## config.mk

```make
export PLATFORM = sky130hd
export DESIGN_NAME = trap_sequencer
export DESIGN_NICKNAME = d
export VERILOG_FILES = /design/src/rtl/trap_sequencer.sv
export SDC_FILE = /design/constraint.sdc
export NUM_CORES = 1
export LEC_CHECK = 0
export CAP_MARGIN = 20
export CORE_AREA = 2 2 116 118
export DETAILED_ROUTE_END_ITERATION = 12
export DIE_AREA = 0 0 118 120
export GPL_TIMING_DRIVEN = 0
export HOLD_SLACK_MARGIN = 0.06
export PLACE_DENSITY = 0.86
export SLEW_MARGIN = 10
export SYNTH_ARGS = -nofsm -noshare
export SYNTH_HDL_FRONTEND = slang
export SYNTH_SLANG_ARGS = --single-unit
```

## constraint.sdc

```tcl
create_clock -name clk -period 6.1 [get_ports clk]
set_input_delay 0.915 -clock clk [delete_from_list [all_inputs] [get_ports clk]]
set_output_delay 0.915 -clock clk [all_outputs]
set_load 0.02 [all_outputs]
```

## src/rtl/trap_sequencer.sv

```systemverilog
// Machine-mode trap entry / mret sequencer driving the CSR file's single write port.
// Trap entry writes mepc, mcause, mtval and mstatus one per cycle, then redirects; mret is two cycles.
module trap_sequencer #(
  parameter bit         VECTORED_EN = 1'b1,
  parameter logic [1:0] MPP_RESET   = 2'b11
) (
  input  logic        clk,
  input  logic        rst,
  input  logic        inst_valid,
  input  logic [31:0] pc_mem,
  input  logic [31:0] inst_mem,
  input  logic [31:0] addr_mem,
  input  logic        illegal_inst,
  input  logic        ecall,
  input  logic        l_fault,
  input  logic        s_fault,
  input  logic        mret,
  input  logic        ext_int,
  input  logic [31:0] mstatus,
  input  logic [31:0] mie,
  input  logic [31:0] csr_rdata,
  output logic [11:0] csr_raddr,
  output logic        csr_w,
  output logic [11:0] csr_waddr,
  output logic [31:0] csr_wdata,
  output logic [1:0]  csr_wsc_mode,
  output logic        flush,
  output logic        busy,
  output logic        redirect_valid,
  output logic [31:0] redirect_pc
);

  typedef enum logic [2:0] {
    IDLE, S_MEPC, S_MCAUSE, S_MTVAL, S_MSTATUS, S_JUMP, R_MSTATUS, R_JUMP
  } state_t;

  state_t      state, state_nxt;
  logic [31:0] epc, cause, tval;

  logic        int_take, trap_take, mret_take;
  logic [31:0] take_cause, take_tval;
  logic [31:0] trap_base, vec_off;

  logic        unused;
  assign unused = ^{mie[31:12], mie[10:0]};

  assign int_take  = inst_valid & ext_int & mstatus[3] & mie[11];
  assign trap_take = int_take | (inst_valid & (illegal_inst | ecall | l_fault | s_fault));
  assign mret_take = inst_valid & mret & ~trap_take;

  // Cause/tval priority: interrupt, illegal, ecall, load fault, store fault.
  always_comb begin
    // NOTE: every comb output gets a default first so no path leaves it unassigned (no latch).
    take_cause = 32'd0;
    take_tval  = 32'd0;
    if (int_take) begin
      take_cause = 32'h8000_000B;
    end else if (illegal_inst) begin
      take_cause = 32'd2;
      take_tval  = inst_mem;
    end else if (ecall) begin
      take_cause = 32'd11;
    end else if (l_fault) begin
      take_cause = 32'd5;
      take_tval  = addr_mem;
    end else if (s_fault) begin
      take_cause = 32'd7;
      take_tval  = addr_mem;
    end
  end

  // NOTE: sequential state uses non-blocking assignments so every flop samples pre-edge values.
  always_ff @(posedge clk or posedge rst) begin
    if (rst) state <= IDLE;
    else     state <= state_nxt;
  end

  // NOTE: the trap context is only three words, so it is cleared on reset for clean observability.
  always_ff @(posedge clk or posedge rst) begin
    if (rst) begin
      epc   <= 32'd0;
      cause <= 32'd0;
      tval  <= 32'd0;
    end else if (state == IDLE && (trap_take || mret_take)) begin
      epc   <= pc_mem;
      cause <= take_cause;
      tval  <= take_tval;
    end
  end

  always_comb begin
    state_nxt = state;
    case (state)
      IDLE: begin
        if (trap_take)      state_nxt = S_MEPC;
        else if (mret_take) state_nxt = R_MSTATUS;
      end
      S_MEPC:    state_nxt = S_MCAUSE;
      S_MCAUSE:  state_nxt = S_MTVAL;
      S_MTVAL:   state_nxt = S_MSTATUS;
      S_MSTATUS: state_nxt = S_JUMP;
      S_JUMP:    state_nxt = IDLE;
      R_MSTATUS: state_nxt = R_JUMP;
      R_JUMP:    state_nxt = IDLE;
      default:   state_nxt = IDLE;
    endcase
  end

  assign trap_base = {csr_rdata[31:2], 2'b00};
  assign vec_off   = {cause[29:0], 2'b00};

  always_comb begin
    csr_raddr      = 12'h000;
    csr_w          = 1'b0;
    csr_waddr      = 12'h000;
    csr_wdata      = 32'd0;
    csr_wsc_mode   = 2'b01;
    flush          = 1'b0;
    busy           = (state != IDLE);
    redirect_valid = 1'b0;
    redirect_pc    = 32'd0;
    case (state)
      IDLE: flush = trap_take | mret_take;
      S_MEPC: begin
        csr_w     = 1'b1;
        csr_waddr = 12'h341;
        csr_wdata = epc;
      end
      S_MCAUSE: begin
        csr_w     = 1'b1;
        csr_waddr = 12'h342;
        csr_wdata = cause;
      end
      S_MTVAL: begin
        csr_w     = 1'b1;
        csr_waddr = 12'h343;
        csr_wdata = tval;
      end
      S_MSTATUS: begin
        csr_w             = 1'b1;
        csr_waddr         = 12'h300;
        csr_wdata         = mstatus;
        csr_wdata[7]      = mstatus[3];
        csr_wdata[3]      = 1'b0;
        csr_wdata[12:11]  = MPP_RESET;
      end
      S_JUMP: begin
        csr_raddr      = 12'h305;
        redirect_valid = 1'b1;
        if (cause[31] && VECTORED_EN && csr_rdata[1:0] == 2'b01)
          redirect_pc = trap_base + vec_off;
        else
          redirect_pc = trap_base;
      end
      R_MSTATUS: begin
        csr_w        = 1'b1;
        csr_waddr    = 12'h300;
        csr_wdata    = mstatus;
        csr_wdata[3] = mstatus[7];
        csr_wdata[7] = 1'b1;
      end
      R_JUMP: begin
        csr_raddr      = 12'h341;
        redirect_valid = 1'b1;
        redirect_pc    = csr_rdata & ~32'd3;
      end
      default: ;
    endcase
  end

endmodule

```

==> results.md, run 1 <==
* Antenna diodes at 0
* DRC viols at 0
* Crit path DAT at 4.15 ns
* Final setup vio count at 0
* Critical path peak fanout at 10
* Worst Tran Pin Value at 0.906 ns
* # hold bufs at CTS at 0
* Startpoint types: input port
* Combinational family with the most area after synthesis: compound AO/OA/AOI/OAI gates
* Post-CTS Setup Repair Bufs at 0
* First-pass GRT wire length at 28200 um
* Leakage power at 3.09 nW
* CORE AREA at 13000 um^2
* Total Wirelength at 18300 um
* Most used DFF post-synth: dfrtp_1
* Status: finished, final reports clean
* Req. time, crit path at 5.18 ns
* Post-DRT Antenna Nets at 0
* Vias in the first global route at 5282
* Fin. max-slew vios at 0
* Final-report hold violation count at 0
* Number of port buffers at 245
* Grt ovf at 0
* Initial antenna violation count at 1
* Worst min-delay path class: flop to flop
* Clk root buf: clkbuf_16
* PostCTS Resize Cnt at 0
* Power Density at 431 nW/um^2
* Finished Core Util at 0.612
* CTS Buf Count at 9
* Minimum clock period at 5.07 ns
* Rel. slew slack at 0.396
* Layout area overhead at 63.2%
* CP Capture Type: output pin
* Nets at 1030
* Post-synthesis adder-cell area fraction at 0.0144
* Synth Register Bits at 72
* Synth Area in Compound Gates at 0.187
* Clock Skews at 0.00850 ns
* Final period util at 0.831
* I/O pin cnt at 295
* Chip Width at 118 um
* Via/cell ratio at 5.21
* Mean Syn Cell Area at 8.83 um^2
* Min Hold Slack at 0.507 ns
* Worst VDD drop at 0.238 mV
* Fillers at 1124
* Reg clk slew, reported paths at 0.05 ns
* Max-Cap Viols at 0
* CP Class: input port to output pin
* DR pass1 iterations at 5
* Initial DRC count at 311
* Post-Synth Simple-Gate Area at 0.156
* F_max at 0.197 GHz
* Maximum root-to-sink buffer count at 2
* Layout cells sized above 1 at 0.119
* Sum Neg Setup Slack at 0 ns
* # rows at 42
* Largest net degree at the start of global routing at 57
* Clk_lat worst skew at 0.34 ns
* Die H at 120 um
* Total clock sinks at 72
* Post-DP HPWL at 14400 um
* Netlist cell types at 46
* Ys Warns at 0
* CTS tree: built
* Routed len/inst at 18.2 um
* Synth Area in XOR/XNOR at 0.0450
* CTS H-tree depth at 3
* Post-Syn Instances at 551
* Cell Area, Synth at 4870 um^2
* Placer Congestion at 0.870
* Asr flop ratio synth at 1.00
* GRT Total Usage at 0.259
* Post-synth EDFFs at 0
* Seq/Total Area, Yosys at 0.370
* Initial core utilization at 0.375
* Multiplexer share of the synthesized area at 0.146
* Routed vias at 5233
* RSZ-0062 raised after global routing: no
* Total die area at 14200 um^2
[placed cells by master (no fill, tap or decap), drive strengths merged, types with 2 or more instances in the layout]
cell type	n
a21oi	42
nand2b	3
dfrtp	72
or4	2
xnor2	25
conb	18
ha	4
a2111oi	7
o22ai	2
mux2	38
o21a	2
and2	5
or3	3
buf	42
nor2	68
clkdlybuf4s50	245
a211oi	6
nor4	6
nand2	46
mux2i	28
o21ai	39
clkinv	2
clkbuf	33
a211o	2
nand4	7
a22oi	36
bufinv	2
inv	12
nor2b	3
nor3	5
o21bai	2
and4	4
nand3	8
[worst max-delay path, cell delays in order]
cell	delay, ns
clkdlybuf4s50_1	0.49
ha_1	0.21
inv_1	0.07
fa_1	0.41
nor2b_1	0.12
o21ai_0	0.22
buf_2	0.29
a2111oi_0	0.55
xnor2_1	0.13
nor2_1	0.13
clkdlybuf4s50_1	0.62
[Yosys cell counts (2+ instances only)]
cell type	n	share of area
dfrtp_1	72	0.37
nor2_1	68	0.052
nand2_1	46	0.035
a21oi_1	42	0.043
o21ai_0	39	0.040
mux2_2	38	0.088
a22oi_1	36	0.056
mux2i_1	28	0.058
xnor2_1	25	0.045
buf_4	23	0.035
clkbuf_1	22	0.017
buf_2	12	0.012
inv_1	12	0.0093
nand4_1	7	0.0090
a211oi_1	6	0.0093
nand3_1	6	0.0062
nor4_1	6	0.0077
and2_1	5	0.0064
buf_1	5	0.0039
nor3_1	5	0.0051
and4_1	4	0.0072
ha_1	4	0.010
a2111oi_0	3	0.0054
a2111oi_2	3	0.0093
nand2b_1	3	0.0039
nor2b_1	3	0.0039
or3_1	3	0.0039
a211o_1	2	0.0036
conb_1	2	0.0015
nand3_2	2	0.0041
o21a_1	2	0.0031
o21bai_1	2	0.0031
o22ai_1	2	0.0026
[registers in the layout (all words and copies together) (netlist names)]
signal  cells
tval       32
cause       5
epc        32
state       3
[area by class of cell]
type                    count  area, um^2  share of cell area
inverters                  12        47.5             0.00599
well taps                 176         220              0.0277
flip-flops and latches     72        1800               0.227
multi-input cells         420        2740               0.344
clock buffers              11         233              0.0293
plain buffers              63         345              0.0435
clock inverters             5        81.3              0.0102
repair buffers            246        2480               0.312
[worst paths after layout]
| check | from | endpoint | slack (ns) | depth (start not counted) |
|---|---|---|---|---|
| min reg2reg | epc[10]$_DFFE_PP0P_ | epc[10]$_DFFE_PP0P_ | 0.51 | 1 |
| max reg2reg | state[2]$_DFFE_PP0P_ | tval[11]$_DFFE_PP0P_ | 3.77 | 7 |
| max | csr_rdata[2] | redirect_pc[18] | 1.03 | 11 |
| min | epc[10]$_DFFE_PP0P_ | epc[10]$_DFFE_PP0P_ | 0.51 | 1 |
| max in group asynchronous | rst | cause[3]$_DFFE_PP0P_ | 4.67 | 3 |
| min in group asynchronous | rst | epc[5]$_DFFE_PP0P_ | 0.88 | 2 |
[kinds of logic after synthesis]
| kind of cell | Yosys count |
|---|---|
| AO/OA/AOI/OAI | 142 |
| flip-flops | 72 |
| buffers and inverters | 75 |
| XOR/XNOR | 25 |
| AND/OR/NAND/NOR | 164 |
| multiplexers | 66 |
| adder cells (fa/ha/maj) | 5 |
| other | 2 |
[power breakdown]
group	internal (W)	switching, W	leakage (nW)
clock	0.000358	0.000199	0.150
combinational	0.000916	0.00107	2.10
sequential	0.000727	0.000151	0.842
[stage by stage]
step | std cells | worst slack (ns) | instance area [um^2] | total power, W
floorplan | 567 | 2.28 | 4930 | 0.00198
global placement | 988 | 1.05 | 7600 | 0.00282
detailed placement | 989 | 1.05 | 7630 | 0.00286
CTS | 1005 | 1.03 | 7940 | 0.00344
global route | 1005 | 0.826 | 7940 | 0.00363
finish | 1005 | 1.03 | 7940 | 0.00342
[metal layers]
metal,global-route usage,vias up,part of all wire
li1,-,2460,-
met1,0.293,2435,0.38
met2,0.461,297,0.50
met3,0.0689,39,0.088
met4,0.111,2,0.030
met5,0,-,0.00071
Power figures use the tool's default switching activity.
==> inputs of run 2 (changes only) <==
--- a/config.mk
+++ b/config.mk
@@ -6,12 +6,11 @@
 export NUM_CORES = 1
 export LEC_CHECK = 0
 export CAP_MARGIN = 20
-export CORE_AREA = 2 2 116 118
+export CORE_UTILIZATION = 38
 export DETAILED_ROUTE_END_ITERATION = 12
-export DIE_AREA = 0 0 118 120
 export GPL_TIMING_DRIVEN = 0
 export HOLD_SLACK_MARGIN = 0.06
-export PLACE_DENSITY = 0.86
+export PLACE_DENSITY = 0.87
 export SLEW_MARGIN = 10
 export SYNTH_ARGS = -nofsm -noshare
 export SYNTH_HDL_FRONTEND = slang
==> constraint.sdc (replaced) <==
create_clock -name clk -period 4.84 [get_ports clk]
set_input_delay 0.726 -clock clk [delete_from_list [all_inputs] [get_ports clk]]
set_output_delay 0.726 -clock clk [all_outputs]
set_load 0.02 [all_outputs]
==> run 2 against run 1 <==
  * Clock power up 37%
  * Worst setup slack worse by 0.82 ns
  * Die area down 6.3%
  * Clock skew down 0.0023 ns
  * Global-route usage up 1.2 points
  * Sequential share of layout area down 0.075 points
  * Via count up 0.13%
  * Critical path depth unchanged
  * Routed wire length down 3.3%
  * Combinational power up 25%
  * Register-to-register slack worse by 1.2 ns
  * Sequential cell count unchanged
==> results.md, run 2 (synthesis results as in run 1) <==
* Maximum root-to-sink buffer count at 2 (unchanged)
* Max-Cap Viols at 0 (unchanged)
* Clock Skews at 0.00622 ns (-0.00229 ns)
* Finished Core Util at 0.650 (+0.0380)
* Final period util at 0.957
* Most frequent cells in the layout: 245 x clkdlybuf4s50_1, 72 x dfrtp_1, 68 x nor2_1, 46 x nand2_1, 42 x a21oi_1
* CTS Buf Count at 9 (unchanged)
* Final-report hold violation count at 0 (unchanged)
* Largest net degree at the start of global routing at 47 (-18%)
* # hold bufs at CTS at 0 (unchanged)
* Post-Place Cells at 981 (-0.81%)
* Chip Width at 115 um (-2.4%)
* Top cell by count, worst path: clkdlybuf4s50_1
* Grt ovf at 0 (unchanged)
* Minimum clock period at 4.63 ns
* PostCTS Resize Cnt at 0 (unchanged)
* F_max at 0.216 GHz
* Nets at 1030 (unchanged)
* CP top delay family: buffers and inverters
* Crit-path cells: clkdlybuf4s50_1 -> ha_1 -> inv_1 -> fa_1 -> nor2b_1 -> o21ai_0 -> buf_2 -> a2111oi_1 -> xnor2_1 -> nor2_1 -> clkdlybuf4s50_1
* Startpoint types: input port
* Final Non-Filler Cells at 996 (-0.90%)
* Fillers at 1037 (-7.7%)
* Worst Tran Pin Value at 0.871 ns (-0.0350 ns)
* # rows at 40 (-4.8%)
* Initial DRC count at 354 (+14%)
* Vias in the first global route at 5206 (-1.4%)
* I/O pin cnt at 295 (unchanged)
* Via/cell ratio at 5.26 (+1.0%)
* Busiest grt layer: met2
* Post-DRT Antenna Nets at 0 (unchanged)
* CP max stage cell: clkdlybuf4s50_1
* DP Area at 7620 um^2 (-0.13%)
* CORE AREA at 12300 um^2 (-5.5%)
* Req. time, crit path at 4.11 ns (-1.07 ns)
* Crit path DAT at 3.90 ns (-0.25 ns)
* Power Density at 546 nW/um^2 (+27%)
* Post-DP HPWL at 13900 um (-3.2%)
* Max incr delay on CP at 0.61 ns (about the same)
* M1 GR Usage at 0.313 (+0.0198)
* Layout cells sized above 1 at 0.122 (+0.00256)
* Total die area at 13300 um^2 (-6.3%)
* Post-CTS Setup Repair Bufs at 0 (unchanged)
* Commonest non-fill, non-tap cell in the layout: clkdlybuf4s50_1
* Number of port buffers at 245 (unchanged)
* Placer Congestion at 0.885 (+1.7%)
* Total clock sinks at 72 (unchanged)
* CTS tree: built
* Routed len/inst at 17.8 um (-2.5%)
* CTS H-tree depth at 3 (unchanged)
* Final setup vio count at 0 (unchanged)
* Initial core utilization at 0.397 (+0.0220)
* Sum Neg Setup Slack at 0 ns (unchanged)
* RSZ-0062 raised after global routing: no
* Clk_lat worst skew at 0.33 ns (about the same)
* Status: finished, final reports clean
* Die H at 115 um (-4.0%)
* Total power at 0.00436 W (+27%)
* Post-route cell area at 7970 um^2 (+0.33%)
* GRT Total Usage at 0.271 (+0.0117)
* Met3 GRT Util at 0.0559 (-0.0130)
* DRC viols at 0 (unchanged)
* Worst Path Buf+Inv at 4 (unchanged)
* Critical path peak fanout at 10 (unchanged)
* DR pass1 iterations at 5 (unchanged)
* Rel. slew slack at 0.419 (+0.0233)
* Fin. max-slew vios at 0 (unchanged)
* Total Wirelength at 17700 um (-3.3%)
* Leakage power at 3.11 nW (+0.62%)
* First-pass GRT wire length at 27100 um (-3.8%)
* Worst VDD drop at 0.332 mV (+39%)
* Met2 usage at 0.494 (+0.0329)
* Layout area overhead at 63.8%
* Initial antenna violation count at 0 (-1)
* Biggest registers after layout: epc x32, tval x32, cause x5
* CP Class: input port to output pin
* Worst min-delay path class: flop to flop
* Routed vias at 5240 (+0.13%)
* Clk root buf: clkbuf_16
* Antenna diodes at 0 (unchanged)
* Reg clk slew, reported paths at 0.06 ns (about the same)
* CP Capture Type: output pin
-- run 2: cell types whose count changed in the layout (fill, tap and decap cells not counted), sizes merged --
cell,change
clkinvlp,-1
clkinv,-1
inv,+1
clkbuf,-1
bufinv,+1
-- run 2: power by group --
group | total (W) | leakage, nW | internal, W | switching, W
Combinational | 0.00249 | 2.10 | 0.00116 | 0.00134
Sequential | 0.00110 | 0.842 | 0.000916 | 0.000184
Clock | 0.000762 | 0.169 | 0.000515 | 0.000246
Total | 0.00436 | 3.11 | 0.00259 | 0.00177
-- run 2: path summary, 6_finish.rpt --
check	start	end	slack [ns]	cells after the start
setup / recovery	csr_rdata[2]	redirect_pc[20]	0.21	11
hold / removal	epc[29]$_DFFE_PP0P_	epc[29]$_DFFE_PP0P_	0.51	1
setup reg to reg	state[2]$_DFFE_PP0P_	tval[12]$_DFFE_PP0P_	2.58	7
hold reg to reg	epc[29]$_DFFE_PP0P_	epc[29]$_DFFE_PP0P_	0.51	1
max in group asynchronous	rst	tval[26]$_DFFE_PP0P_	3.55	3
min in group asynchronous	rst	tval[5]$_DFFE_PP0P_	0.74	2
-- run 2: metal layers --
metal | share of wire | vias to the layer above
met3 | 0.079 | 31
met2 | 0.51 | 271
met1 | 0.39 | 2480
li1 | - | 2458
met5 | 0 | -
met4 | 0.024 | 0
-- run 2: cell type report --
type | instances | area (um^2) | area share
buffer | 63 | 345 | 0.0433
clock buffer | 10 | 239 | 0.0300
clock inverter | 5 | 104 | 0.0130
tap | 168 | 210 | 0.0264
timing repair buffer | 246 | 2480 | 0.311
sequential | 72 | 1800 | 0.226
inverter | 12 | 47.5 | 0.00597
multi-input combinational | 420 | 2740 | 0.344
-- run 2: worst register-to-register path, cell delays in order (launching register included) --
cell and delay, ns:
dfrtp_1 0.43, or3_1 0.38, clkbuf_1 0.20, a21oi_1 0.36, buf_2 0.34, buf_2 0.28
nor2_1 0.08, a21oi_1 0.13
-- run 2: per-stage QoR --
step,setup slack (ns),hold slack [ns]
floorplan,1.40,0.477
global placement,0.227,0.487
detailed placement,0.106,0.496
CTS,0.0961,0.508
global route,0.0653,0.520
finish,0.211,0.506
